[src/rtl/snake_pkg.sv]
// Shared constants and encodings for the snake game datapath.
// Used by the body controller and the direction FSM.
package snake_pkg;

  localparam int X_CELLS  = 160;
  localparam int Y_CELLS  = 120;
  localparam int X_W      = 8;
  localparam int Y_W      = 7;
  localparam int MAX_LEN  = 32;
  localparam int LEN_W    = 6;
  localparam int INIT_LEN = 4;
  localparam int INIT_X   = 20;
  localparam int INIT_Y   = 15;

  typedef enum logic [1:0] {
    DIR_RIGHT = 2'b00,
    DIR_DOWN  = 2'b01,
    DIR_LEFT  = 2'b10,
    DIR_UP    = 2'b11
  } dir_t;

  typedef enum logic {
    ST_RUN  = 1'b0,
    ST_DEAD = 1'b1
  } state_t;

  // Opposite directions differ only in the MSB of the encoding.
  function automatic dir_t opposite_dir(input dir_t d);
    return dir_t'(d ^ 2'b10);
  endfunction

endpackage

[src/rtl/snake_next_cell.sv]
// Combinational next-head computation with grid wrap-around and a guard
// that refuses a 180-degree turn by keeping the last applied direction.
module snake_next_cell
  import snake_pkg::*;
(
  input  logic [X_W-1:0] head_x,
  input  logic [Y_W-1:0] head_y,
  input  dir_t           dir_in,
  input  dir_t           last_dir,
  output logic [X_W-1:0] next_x,
  output logic [Y_W-1:0] next_y,
  output dir_t           dir_applied
);

  // Pick the effective direction, then step one cell with wrap at each edge.
  always_comb begin
    dir_applied = dir_in;
    next_x      = head_x;
    next_y      = head_y;
    if (dir_in == opposite_dir(last_dir)) begin
      dir_applied = last_dir;
    end else begin
      dir_applied = dir_in;
    end
    // Edges are compared before stepping so no result leaves the grid.
    case (dir_applied)
      DIR_RIGHT: next_x = (head_x == X_W'(X_CELLS - 1)) ? X_W'(0) : head_x + X_W'(1);
      DIR_DOWN:  next_y = (head_y == Y_W'(Y_CELLS - 1)) ? Y_W'(0) : head_y + Y_W'(1);
      DIR_LEFT:  next_x = (head_x == X_W'(0)) ? X_W'(X_CELLS - 1) : head_x - X_W'(1);
      DIR_UP:    next_y = (head_y == Y_W'(0)) ? Y_W'(Y_CELLS - 1) : head_y - Y_W'(1);
      default: begin
        next_x = head_x;
        next_y = head_y;
      end
    endcase
  end

endmodule

[src/rtl/snake_body_ctrl.sv]
// Snake body: segment shift register, growth, self-collision detection and
// the per-cycle occupancy query for the VGA colour path.
module snake_body_ctrl
  import snake_pkg::*;
(
  input  logic             CLK,
  input  logic             RESET,
  input  logic [1:0]       DIR_IN,
  input  logic             MOVE_TICK,
  input  logic [X_W-1:0]   TARGET_X,
  input  logic [Y_W-1:0]   TARGET_Y,
  input  logic [X_W-1:0]   PIX_X,
  input  logic [Y_W-1:0]   PIX_Y,
  output logic [X_W-1:0]   HEAD_X,
  output logic [Y_W-1:0]   HEAD_Y,
  output logic             SNAKE_PIXEL,
  output logic             TARGET_REACHED,
  output logic             SELF_HIT,
  output logic [LEN_W-1:0] LENGTH,
  output logic             DEAD
);

  logic [X_W-1:0]   seg_x_r [MAX_LEN];
  logic [Y_W-1:0]   seg_y_r [MAX_LEN];
  logic [LEN_W-1:0] len_r;
  state_t           state_r;
  dir_t             last_dir_r;
  logic             pix_r;
  logic             reach_r;
  logic             hit_r;
  logic             dead_r;

  logic [X_W-1:0]   next_x_s;
  logic [Y_W-1:0]   next_y_s;
  dir_t             dir_applied_s;
  logic             grow_s;
  logic             hit_s;
  logic             pix_s;

  snake_next_cell u_next_cell (
    .head_x      (seg_x_r[0]),
    .head_y      (seg_y_r[0]),
    .dir_in      (dir_t'(DIR_IN)),
    .last_dir    (last_dir_r),
    .next_x      (next_x_s),
    .next_y      (next_y_s),
    .dir_applied (dir_applied_s)
  );

  assign grow_s = (next_x_s == TARGET_X) && (next_y_s == TARGET_Y);

  // Collision bank: the tail vacates on a plain move but stays when growing.
  always_comb begin
    hit_s = 1'b0;
    for (int k = 1; k < MAX_LEN; k++) begin
      if (((LEN_W'(k) < len_r - LEN_W'(1)) || (grow_s && (LEN_W'(k) < len_r))) &&
          (seg_x_r[k] == next_x_s) && (seg_y_r[k] == next_y_s)) begin
        hit_s = 1'b1;
      end else begin
        hit_s = hit_s;
      end
    end
  end

  // Occupancy query over the live segments only.
  always_comb begin
    pix_s = 1'b0;
    for (int k = 0; k < MAX_LEN; k++) begin
      if ((LEN_W'(k) < len_r) && (seg_x_r[k] == PIX_X) && (seg_y_r[k] == PIX_Y)) begin
        pix_s = 1'b1;
      end else begin
        pix_s = pix_s;
      end
    end
  end

  // Game FSM, segment shift, growth and registered status outputs.
  always_ff @(posedge CLK) begin
    if (RESET) begin
      for (int k = 0; k < MAX_LEN; k++) begin
        seg_x_r[k] <= X_W'(INIT_X - k);
        seg_y_r[k] <= Y_W'(INIT_Y);
      end
      len_r      <= LEN_W'(INIT_LEN);
      state_r    <= ST_RUN;
      last_dir_r <= DIR_RIGHT;
      pix_r      <= 1'b0;
      reach_r    <= 1'b0;
      hit_r      <= 1'b0;
      dead_r     <= 1'b0;
    end else begin
      pix_r   <= pix_s;
      reach_r <= 1'b0;
      hit_r   <= 1'b0;
      case (state_r)
        ST_RUN: begin
          if (MOVE_TICK) begin
            for (int k = 1; k < MAX_LEN; k++) begin
              seg_x_r[k] <= seg_x_r[k-1];
              seg_y_r[k] <= seg_y_r[k-1];
            end
            seg_x_r[0] <= next_x_s;
            seg_y_r[0] <= next_y_s;
            last_dir_r <= dir_applied_s;
            if (grow_s) begin
              reach_r <= 1'b1;
              if (len_r < LEN_W'(MAX_LEN)) begin
                len_r <= len_r + LEN_W'(1);
              end
            end
            if (hit_s) begin
              hit_r   <= 1'b1;
              dead_r  <= 1'b1;
              state_r <= ST_DEAD;
            end
          end
        end
        ST_DEAD: begin
          dead_r <= 1'b1;
        end
        default: begin
          dead_r  <= 1'b1;
          state_r <= ST_DEAD;
        end
      endcase
    end
  end

  assign HEAD_X         = seg_x_r[0];
  assign HEAD_Y         = seg_y_r[0];
  assign SNAKE_PIXEL    = pix_r;
  assign TARGET_REACHED = reach_r;
  assign SELF_HIT       = hit_r;
  assign LENGTH         = len_r;
  assign DEAD           = dead_r;

endmodule

[config.mk]
export PLATFORM = sky130hd
export DESIGN_NAME = snake_body_ctrl
export DESIGN_NICKNAME = d
export VERILOG_FILES = /design/src/rtl/snake_pkg.sv /design/src/rtl/snake_next_cell.sv /design/src/rtl/snake_body_ctrl.sv
export SDC_FILE = /design/constraint.sdc
export NUM_CORES = 1
export LEC_CHECK = 0
export ABC_CLOCK_PERIOD_IN_PS = 21600
export BUFFER_PORTS_ARGS = -buffer_cell sky130_fd_sc_hd__buf_4
export CAP_MARGIN = 0
export CELL_PAD_IN_SITES_DETAIL_PLACEMENT = 1
export CELL_PAD_IN_SITES_GLOBAL_PLACEMENT = 1
export CORE_MARGIN = 3
export CORE_UTILIZATION = 35
export CTS_CLUSTER_DIAMETER = 120
export CTS_CLUSTER_SIZE = 40
export DETAILED_ROUTE_END_ITERATION = 7
export PLACE_DENSITY_LB_ADDON = 0.1
export SLEW_MARGIN = 20
export SYNTH_ARGS = -nofsm -noshare
export SYNTH_HDL_FRONTEND = slang
export SYNTH_HIERARCHICAL = 1
export SYNTH_SLANG_ARGS = --single-unit
[constraint.sdc]
create_clock -name CLK -period 21.6 [get_ports CLK]
set_input_delay 1.08 -clock CLK [delete_from_list [all_inputs] [get_ports CLK]]
set_output_delay 1.08 -clock CLK [all_outputs]
set_load 0.05 [all_outputs]
==> summary.md, run 1 <==
| Metric | Value |
|---|---|
| Layout cell share with drive strength beyond 1 | approximately 6.8% |
| FF+latch count, synth | just under 500 |
| R2R depth | 16 |
| Hold crit path type | reg2reg |
| Ys async rst share | 0% |
| Area Overhead vs Synth | 6.43% |
| Clk slew on worst S/H paths | approximately 0.14 ns |
| Clock Latency Late Sink | around 0.65 ns |
| Min cycle time layout | ~5.8 ns |
| Min-Delay Path Depth | 2 |
| Leak | approximately 12 nW |
| Nature of the critical path startpoint | primary input |
| Cts bufs inserted | 23 |
| ANT cells | 0 |
| H-tree depth | 1 |
| Final setup fails | 0 |
| Synthesized cell area | 31500 µm² |
| DR pass1 iterations | 5 |
| Seq/Total Area, Yosys | 39.9% |
| Total die area | 93600 µm² |
| Max Clock Skew | about 0.05 ns |
| Io pins | 60 |
| Worst VDD drop | roughly 0.000062 V |
| Vias in the first global route | between 20000 and 30000 |
| Drt initial violations | 1934 |
| Starting density of the core | 35.5% |
| Hold Fails Final Rpt | 0 |
| Final period util | between 20% and 30% |
| Worst Max-Slew Pin Slew | ~1.1 ns |
| RePlAce Congestion | between 0.9 and 1 |
| CP arrival | 6.37 ns |
| Syn Nets | 3376 |
| DR WL/cell | between 20 and 30 µm |
| Routed Antenna Nets | 0 |
| Clk sinks | just under 500 |
| Layout Nets | roughly 3200 |
| FF-to-FF Start | seg_x_r[0][1] |
| Root Buffer | clkbuf_16 |
| R2R Setup Slk | around 16 ns |
| TritonCTS clock tree | done |
| Port bufs | 59 |
| Crit path required time | 22.14 ns |
| DRT Wirelength | 126 mm |
| CP cell instances | buf_4 -> xor2_1 -> mux2i_4 -> inv_1 -> o2111ai_1 -> o21a_2 -> buf_4 -> xor2_1 -> nor4_1 -> and2_1 -> buf_4 -> a311oi_1 -> nor4_1 -> nor4_1 -> and3_4 -> a311oi_1 |
| Post-route insts no fill | roughly 4400 |
| Element type at the critical path end | flip-flop |
| Max cap viols | 0 |
| TNS Setup | 0 ns |
| Via count | 24700 |
| Count leader, synth | xor2_1 |
| Hold_buf cts | 0 |
| Die width | around 310 µm |
| Commonest cells in the netlist | xor2_1 (534), nand2_1 (455), xnor2_1 (436) |
| Die Height | a little over 300 µm |
| Post CTS Setup Buffer Count | 0 |
| Initial antenna violation count | 8 |
| DRC Markers | 0 |
| Core Area | 88800 µm² |
| DR vias/cell | ~5.7 |
| Buf/Inv on CP | 4 |
| Kind of critical path | in2reg |
| DP Cell Count | between 4000 and 5000 |
| DP HPWL | about 84 mm |
| Mapped Cells | between 3000 and 4000 |
| WHS | between 0.5 and 0.6 ns |
| Area contributors post-synth | edfxtp_1 (26%), xor2_1 (15%), dfxtp_1 (14%) |
| Synth warn | 6 |
| Run status | completed |
| RSZ-0062 raised after global routing | no |
| Crit Reg-Reg Endpoint | SELF_HIT |
| Critical path's top delay family | buffers and inverters |
| Dominant synthesized flop cell | edfxtp_1 |
| Max-slew violations | 0 |
| Max Buffers Root-to-Sink | 3 |
| Number of distinct library cells after synthesis | 89 |
| Row count | roughly 110 |
| CP max FO | 27 |
| FMAX | roughly 170 MHz |
| Ratio of total power to cell area | ~65 nW/µm² |
| Post_cts resized | 0 |
| Critical-path top delay cell | o21a_2 |
| Gr usage total | between 20% and 30% |
| Total congestion overflow | 0 |
| Hold Path Origin | seg_y_r[2][48] |
| Post-synth EDFFs | 270 |
| Total Power | 2.19 mW |
| Slew HR | about a quarter |
| Worst Hold End | seg_y_r[2][55] |
| Largest net degree at the start of global routing | around 190 |
| Final Core Density | between 30% and 40% |
| Share of the synthesized area in the top cell type | 25.8% |
| Crit path largest cell delay | 0.68 ns |
| Wire length of the first global-routing pass | ~180 mm |
| Yosys top cell by area | edfxtp_1 |
| Synth Area per Inst | approximately 9.4 µm² |
==> power breakdown <==
group          leakage [nW]  switching [mW]  total, mW  internal, mW
Sequential             4.44          0.0707       1.10          1.03
Combinational          6.68           0.294      0.464         0.170
Clock                 0.426           0.395      0.625         0.230
==> cell type report <==
| cell class | count | area [µm²] |
|---|---|---|
| Clock buffer | 23 | 576 |
| Clock inverter | 18 | 314 |
| Fill cell | 10100 | 55300 |
| Inverter | 13 | 48.8 |
| Multi-Input combinational cell | 2536 | 17600 |
| Sequential cell | 493 | 12600 |
| Tap cell | 1165 | 1460 |
| Timing Repair Buffer | 118 | 941 |
==> cells by family (layout without fill, tap and decap cells) <==
kind of cell | after synthesis | after routing | share of synthesized area [%]
compound gates | 234 | 234 | 4.71
buf+inv | 303 | 172 | 4.75
xor+xnor | 975 | 975 | 27.2
simple gates | 1314 | 1314 | 22.8
flops | 493 | 493 | 39.9
fa+ha+maj | 9 | 9 | 0.358
mux | 4 | 4 | 0.171
==> registers in the layout, indices dropped and copies added (netlist names) <==
signal          count
seg_x_r           256
seg_y_r           224
LENGTH              6
last_dir_r          2
DEAD                1
SELF_HIT            1
SNAKE_PIXEL         1
TARGET_REACHED      1
state_r             1
==> how the worst max path moves through the flow <==
stage                          from             to  cells after the start
after floorplan               RESET  seg_x_r[0][0]                      3
after global routing      DIR_IN[0]        state_r                     16
after global placement    DIR_IN[0]        state_r                     16
final                     DIR_IN[0]        state_r                     16
after detailed placement  DIR_IN[0]        state_r                     16
after CTS                 DIR_IN[0]        state_r                     16
==> layout by cell type, fill, tap and decap left out, drive strengths merged, types with 5 or more instances in the layout <==
master | netlist | routed
ha | 9 | 9
nand4 | 134 | 134
and2 | 163 | 163
inv | 13 | 26
buf | 157 | 117
a31oi | 20 | 20
nor4 | 156 | 156
xnor2 | 437 | 437
a311o | 6 | 6
or3 | 119 | 119
a21oi | 120 | 120
xor2 | 538 | 538
edfxtp | 270 | 270
nor2 | 44 | 44
o211ai | 8 | 8
nor3 | 40 | 40
nand2 | 457 | 457
o31ai | 9 | 9
clkbuf | 133 | 24
nand3 | 32 | 32
o21a | 5 | 5
o21ai | 20 | 20
dfxtp | 223 | 223
nand2b | 8 | 8
a311oi | 6 | 6
nand3b | 131 | 131
clkinv | 0 | 5
==> tightest hold or removal path: cells and delay by family, from the launching register on <==
kind	cells	cell delay (ns)
AOI/OAI and AO/OA	1	0.06
and+or+nand+nor	1	0.08
DFF	1	0.38
==> metal layers <==
layer,part of all wire (%),track usage [%]
met1,45,36.3
met2,48,44.7
met3,4.6,2.29
met4,2.4,5.92
met5,0.013,0
==> stage by stage <==
step | setup slack [ns] | instance area, µm²
2_1_floorplan | 13.01 | 31500
3_3_place_gp | 15.33 | 32600
3_5_place_dp | 15.16 | 32600
4_1_cts | 15.81 | 33500
5_1_grt | 15.48 | 33500
6_report | 15.77 | 33500
Power figures use the tool's default switching activity.
==> run 2: changes to the inputs <==
- ABC_AREA: default -> 1
- ABC_CLOCK_PERIOD_IN_PS: 21600 -> 5700
- clock period: 21.6 -> 5.7 ns (I/O delays scaled with it)
==> summary.md, run 2 <==
| Metric | Value |
|---|---|
| Post_cts resized | 0 (unchanged) |
| Io pins | 60 (unchanged) |
| Root Buffer | clkbuf_16 |
| Die width | 305 µm (-0.39%) |
| Hold crit path type | in2reg |
| Commonest cells after routing, fill and taps aside | nand2_1 (577), inv_1 (454), xor2_1 (415) |
| ANT cells | 0 (unchanged) |
| FF+latch count, synth | 493 (unchanged) |
| Most frequent CP cell | nand2_1 |
| CP arrival | 5.12 ns (-1.25 ns) |
| XOR/XNOR share of the synthesized area | 22.3% (-4.9 points) |
| Ratio of total power to cell area | 247 nW/µm² (+280%) |
| Ys async rst share | 0% (unchanged) |
| Synth Area in Simple Gates | 21.4% (-1.5 points) |
| Clk sinks | 493 (unchanged) |
| Synth Area per Inst | 8.25 µm² (-13%) |
| Gr usage total | 30.0% (+3.7 points) |
| Dpl ws | 1.26 ns (-13.90 ns) |
| H-tree depth | 1 (unchanged) |
| RePlAce Congestion | 0.958 (+6.0%) |
| DR WL/cell | 29.2 µm (+1.1%) |
| Post-route insts no fill | 4873 (+12%) |
| DRT Wirelength | 142 mm (+13%) |
| Layout cell share with drive strength beyond 1 | 8.82% (+2.0 points) |
| Yosys top cell by area | edfxtp_1 |
| Share of the synthesized area in the top cell type | 26.0% (+0.21 points) |
| Clk slew on worst S/H paths | 0.14 ns (about the same) |
| Seq/Total Area, Yosys | 40.3% (+0.32 points) |
| Buf/Inv on CP | 3 (-1) |
| Critical path's top delay family | simple AND/OR/NAND/NOR gates |
| Clock Latency Late Sink | 0.65 ns (about the same) |
| Synth warn | 6 (unchanged) |
| Fin area | 33600 µm² (+0.19%) |
| Max-slew violations | 0 (unchanged) |
| Wire length of the first global-routing pass | 204 mm (+10%) |
| Routed Antenna Nets | 0 (unchanged) |
| Worst Max-Slew Pin Slew | 1.06 ns (-0.0582 ns) |
| Cts bufs inserted | 23 (unchanged) |
| Drt initial violations | 2360 (+22%) |
| Crit path largest cell delay | 0.60 ns (-0.08 ns) |
| Die Height | 305 µm (-0.39%) |
| Area after DPL | 32700 µm² (+0.22%) |
| Min cycle time layout | ~4.6 ns |
| Synthesized-area fraction occupied by adder cells | 0.361% (+0.0029 points) |
| Crit path required time | 6.25 ns (-15.89 ns) |
| Synthesized cell area | 31200 µm² (-0.80%) |
| TNS Setup | 0 ns (unchanged) |
| Dominant synthesized flop cell | edfxtp_1 |
| Combinational family with the most area after synthesis | XOR/XNOR gates |
| Post CTS Setup Buffer Count | 0 (unchanged) |
| Mapped Cells | 3784 (+14%) |
| Run status | completed |
| Total die area | 92900 µm² (-0.78%) |
| Final setup fails | 0 (unchanged) |
| DP HPWL | 97.7 mm (+17%) |
| Largest register FFs | 256 (unchanged) |
| Total congestion overflow | 0 (unchanged) |
| FMAX | around 220 MHz |
| DR pass1 iterations | 7 (+2) |
| Element type at the critical path end | flip-flop |
| Area contributors post-synth | edfxtp_1 (26%), dfxtp_1 (14%), xor2_1 (12%) |
| Kind of critical path | reg2reg |
| Mux cell area share after synthesis | 0% (-0.17 points) |
| Post-synth EDFFs | 270 (unchanged) |
| Biggest register | seg_x_r |
| DR vias/cell | 5.44 (-4.0%) |
| CP max FO | 18 (-33%) |
| Vias in the first global route | 27000 (+5.2%) |
| Area Overhead vs Synth | 7.49% |
| Core Area | 87600 µm² (-1.4%) |
| TritonCTS clock tree | done |
| Slew HR | 29.0% (+4.5 points) |
| Max Clock Skew | 0.0584 ns (+0.00771 ns) |
| CP cell instances | inv_1 -> ha_1 -> nand4_1 -> nand3_1 -> nand2_1 -> nand3_4 -> inv_2 -> nand2_1 -> nand2_1 -> nor2_1 -> nand2_1 -> nor2_4 -> nand2_1 -> clkinv_1 -> nand2_1 -> a21oi_1 -> nor2_1 -> nand2_1 -> nor2_1 -> nand3_2 -> nand3_2 -> nand2_1 |
| Hold_buf cts | 2 (+2) |
| Final period util | 80.2% |
| DRC Markers | 0 (unchanged) |
| Number of distinct library cells after synthesis | 49 (-45%) |
| Count leader, synth | nand2_1 |
| Worst VDD drop | 0.000215 V (+250%) |
| Via count | 26500 (+7.1%) |
| RSZ-0062 raised after global routing | no |
| Complex-gate fraction of the synthesized area | 6.40% (+1.7 points) |
| Leak | 12.4 nW (+7.8%) |
| DP Cell Count | 4830 (+12%) |
| Commonest cells in the netlist | nand2_1 (580), inv_1 (459), xor2_1 (415) |
| Largest net degree at the start of global routing | 160 (-15%) |
| Max Buffers Root-to-Sink | 3 (unchanged) |
| Starting density of the core | 35.7% (+0.21 points) |
| Row count | 108 (-0.92%) |
| Nature of the critical path startpoint | flip-flop |
| Critical-path top delay cell | edfxtp_1 |
| Most common cell after layout, fill and taps aside | nand2_1 |
| Initial antenna violation count | 3 (-5) |
| Max cap viols | 0 (unchanged) |
| Hold Fails Final Rpt | 0 (unchanged) |
| Port bufs | 59 (unchanged) |
| Worst setup margin | 1.13 ns (-14.63 ns) |
| Syn Nets | 3828 (+13%) |
| Layout Nets | 3746 (+16%) |
## run 2: cell count changes after synthesis, sizes merged, moves of 66 or more
cell / delta
a21oi: -91
and2: -163
inv: +468
nand2: +137
nand3: +123
nand3b: -129
nor2: +272
nor3: +66
nor4: -95
o22ai: +214
or2: +87
or3: -119
xor2: -123
## run 2: path summary, 6_finish.rpt
check	cells past startpoint	start	slack (ns)	endpoint
setup / recovery	22	seg_y_r[0][0]	1.13	DEAD
hold / removal	5	MOVE_TICK	0.05	state_r
setup reg to reg	22	seg_y_r[0][0]	1.13	DEAD
hold reg to reg	2	last_dir_r[1]	0.52	last_dir_r[1]
## run 2: cells by family after synthesis
group / count (synthesis)
xor+xnor: 795
fa+ha+maj: 9
buf+inv: 711
flops: 493
simple gates: 1439
compound gates: 337
## run 2: where the power goes
group	leakage [nW]	switching, mW	internal [mW]	total (mW)
registers	4.42	0.185	3.87	4.06
clock network	0.421	1.48	0.896	2.38
logic	7.61	1.29	0.575	1.86
total	12.4	2.95	5.34	8.29
## run 2: metrics by stage
| step | total power [mW] | util (%) | hold WS (ns) |
|---|---|---|---|
| detailed placement | 5.97 | 37.3 | 0.500 |
| CTS | 8.34 | 38.3 | 0.0407 |
| floorplan | 5.26 | - | 0.354 |
| finish | 8.29 | 38.3 | 0.0506 |
| global placement | 5.96 | 37.3 | 0.498 |
| global route | 8.60 | 38.3 | 0.0819 |
## run 2: area by class of cell
type | count | area (µm²)
flip-flops and latches | 493 | 12600
clock buffers | 23 | 576
inverters | 486 | 1850
well taps | 1155 | 1450
fillers | 10400 | 54000
multi-input cells | 2580 | 15900
repair buffers | 118 | 932
clock inverters | 18 | 320
## run 2: routing by layer
layer / up-vias / share of wire (%) / GRT usage (%)
met1: 13500 / 44 / 40.6
li1: 12000 / - / -
met3: 247 / 4.7 / 3.11
met5: - / 0.018 / 0
met4: 4 / 4.3 / 10.6
met2: 759 / 47 / 49.8
## run 2: worst register-to-register path, cell delays in order, from the launching register on
cell and delay, ns:
edfxtp_1 0.60, inv_1 0.21, ha_1 0.30, nand4_1 0.18, nand3_1 0.11, nand2_1 0.12
nand3_4 0.45, inv_2 0.51, nand2_1 0.09, nand2_1 0.08, nor2_1 0.04, nand2_1 0.10
nor2_4 0.12, nand2_1 0.41, clkinv_1 0.35, nand2_1 0.13, a21oi_1 0.07, nor2_1 0.17
nand2_1 0.07, nor2_1 0.18, nand3_2 0.10, nand3_2 0.07, nand2_1 0.05
==> run 3: changes to the inputs <==
- ABC_AREA: 1 -> 0
- ABC_CLOCK_PERIOD_IN_PS: 5700 -> 4250
- clock period: 5.7 -> 4.25 ns (I/O delays scaled with it)
==> summary.md, run 3 (same netlist as run 1, synthesis figures left out) <==
| Metric | Value |
|---|---|
| DR pass1 iterations | 5 (-2) |
| Initial antenna violation count | 3 (unchanged) |
| Total die area | 93600 µm² (+0.79%) |
| Element type at the critical path end | flip-flop |
| Drt initial violations | 2407 (+2.0%) |
| Via count | 25700 (-3.2%) |
| CP arrival | 4.74 ns (-0.38 ns) |
| Switching share of total power | 34.4% (-1.2 points) |
| Max Buffers Root-to-Sink | 3 (unchanged) |
| Final period util | 98.8% (+19 points) |
| Largest register FFs | 256 (unchanged) |
| Max Clock Skew | 0.0468 ns (-0.0115 ns) |
| Layout cell share with drive strength beyond 1 | 11.7% (+2.9 points) |
| Dpl ws | -0.240 ns (-1.50 ns) |
| DRT Wirelength | 135 mm (-5.1%) |
| Ratio of total power to cell area | 328 nW/µm² (+33%) |
| DRC Markers | 0 (unchanged) |
| Largest net degree at the start of global routing | 195 (+22%) |
| Cts bufs inserted | 25 (+8.7%) |
| Total congestion overflow | 0 (unchanged) |
| Wire length of the first global-routing pass | 194 mm (-4.8%) |
| Hold Fails Final Rpt | 0 (unchanged) |
| Worst setup margin | 0.0506 ns (-1.08 ns) |
| Biggest register | seg_x_r |
| FILL cells | 9885 (-4.7%) |
| Max cap viols | 0 (unchanged) |
| Min cycle time layout | 4.20 ns (-0.369 ns) |
| CP max FO | 6 (-12) |
| Slew HR | 27.5% (-1.5 points) |
| Nature of the critical path startpoint | flip-flop |
| RSZ-0062 raised after global routing | yes |
| Internal power | 7.61 mW (+42%) |
| Total Power | 11.6 mW (+40%) |
| DP Cell Count | 4461 (-7.6%) |
| Core Area | 88800 µm² (+1.4%) |
| Port bufs | 59 (unchanged) |
| RePlAce Congestion | 0.918 (-4.3%) |
| Clock power share | 28.8% (about the same) |
| Most common cell after layout, fill and taps aside | xor2_1 |
| Row count | 109 (+0.93%) |
| Io pins | 60 (unchanged) |
| Area Overhead vs Synth | 12.2% |
| Commonest cells after routing, fill and taps aside | xor2_1 (534), nand2_1 (454), xnor2_1 (434) |
| Routed Antenna Nets | 0 (unchanged) |
| FMAX | 238 MHz (+8.8%) |
| Clock Latency Late Sink | 0.64 ns (about the same) |
| Max-slew violations | 0 (unchanged) |
| Starting density of the core | 35.5% (-0.21 points) |
| TritonCTS clock tree | done |
| Sequential power share | 48.3% (-0.6 points) |
| H-tree depth | 1 (unchanged) |
| Die width | 306 µm (+0.39%) |
| Root Buffer | clkbuf_16 |
| DR vias/cell | 5.67 (+4.3%) |
| Vias in the first global route | 26700 (-1.3%) |
| Leak | 12.5 nW (+0.42%) |
| Switch Pwr | 3.98 mW (+35%) |
| DP HPWL | 94.7 mm (-3.1%) |
| Crit path required time | 4.79 ns (-1.46 ns) |
| Kind of critical path | reg2reg |
| Worst Max-Slew Pin Slew | 1.09 ns (+0.0232 ns) |
| Hold crit path type | in2reg |
| Combinational share of power | 23.0% (+0.6 points) |
| Clk slew on worst S/H paths | 0.14 ns (about the same) |
| Post-route insts no fill | 4524 (-7.2%) |
| Gr usage total | 27.9% (-2.0 points) |
| Final setup fails | 0 (unchanged) |
| Worst VDD drop | 0.000295 V (+37%) |
| Layout Nets | 3384 (-9.7%) |
| DR WL/cell | 29.9 µm (+2.3%) |
| Run status | completed |
| Die Height | 306 µm (+0.39%) |
| Clk sinks | 493 (unchanged) |
run 3: routing by layer:
layer  part of all wire, %  global-route usage, %  vias up
li1                      -                      -    11400
met2                    47                   46.7      787
met5                     0                      0        -
met3                   5.3                   3.18      211
met4                   3.3                   7.87        0
met1                    45                   38.3    13300
run 3: final timing paths:
path / from / depth (start not counted) / endpoint / slack, ns
setup / recovery: seg_x_r[0][1] / 17 / state_r / 0.05
setup reg to reg: seg_x_r[0][1] / 17 / state_r / 0.05
hold reg to reg: seg_y_r[3][4] / 2 / seg_y_r[3][11] / 0.52
hold / removal: RESET / 2 / last_dir_r[0] / 0.06
run 3: final cells by class:
type                            count  area [µm²]  area share, %
Antenna cell                        1        2.50        0.00709
Clock buffer                       26         639           1.81
Clock inverter                     19         329          0.932
Inverter                           13        52.6          0.149
Multi-Input combinational cell   2536       17700           50.2
Sequential cell                   493       12600           35.6
Tap cell                         1165        1460           4.13
Timing Repair Buffer              271        2530           7.18
run 3: stage by stage:
step / cell area, µm² / hold slack [ns] / setup TNS, ns / util, %
floorplan: 31500 / 0.393 / 0 / -
global placement: 34000 / 0.480 / -0.315 / 38.2
detailed placement: 34000 / 0.505 / -0.683 / 38.2
CTS: 35000 / 0.0317 / 0 / 39.4
global route: 35300 / 0.0814 / -0.171 / 39.8
finish: 35300 / 0.0622 / 0 / 39.8
run 3: timing repair:
action | 4_1_cts | 5_1_grt
endpoints found under the setup margin | 3 | 3
hold buffers | 1 | 0
gates cloned | 0 | 2
setup buffers | 1 | 13
endpoints found under the hold margin | 1 | 0
gates resized for setup | 11 | 24
pin swaps | 2 | 7
run 3: power by group through the flow:
stage,logic (mW),registers (mW),clock network [mW]
4_1_cts,2.58,5.59,3.42
2_1_floorplan,1.68,5.56,0
3_5_place_dp,2.56,5.69,0
3_3_place_gp,2.51,5.69,0
5_1_grt,2.82,5.62,3.57
6_report,2.66,5.59,3.34
run 3: worst max-delay path, cell delays in order (launching register included):
cell,delay [ns]
edfxtp_1,0.45
inv_2,0.10
ha_4,0.12
or4b_4,0.46
buf_6,0.14
or4b_1,0.46
a31oi_1,0.19
o22a_2,0.25
buf_12,0.19
buf_12,0.13
xor2_1,0.06
nor4_1,0.38
nand4_1,0.27
nor4_2,0.31
buf_4,0.16
nor4_2,0.04
and3_4,0.17
a311oi_1,0.20
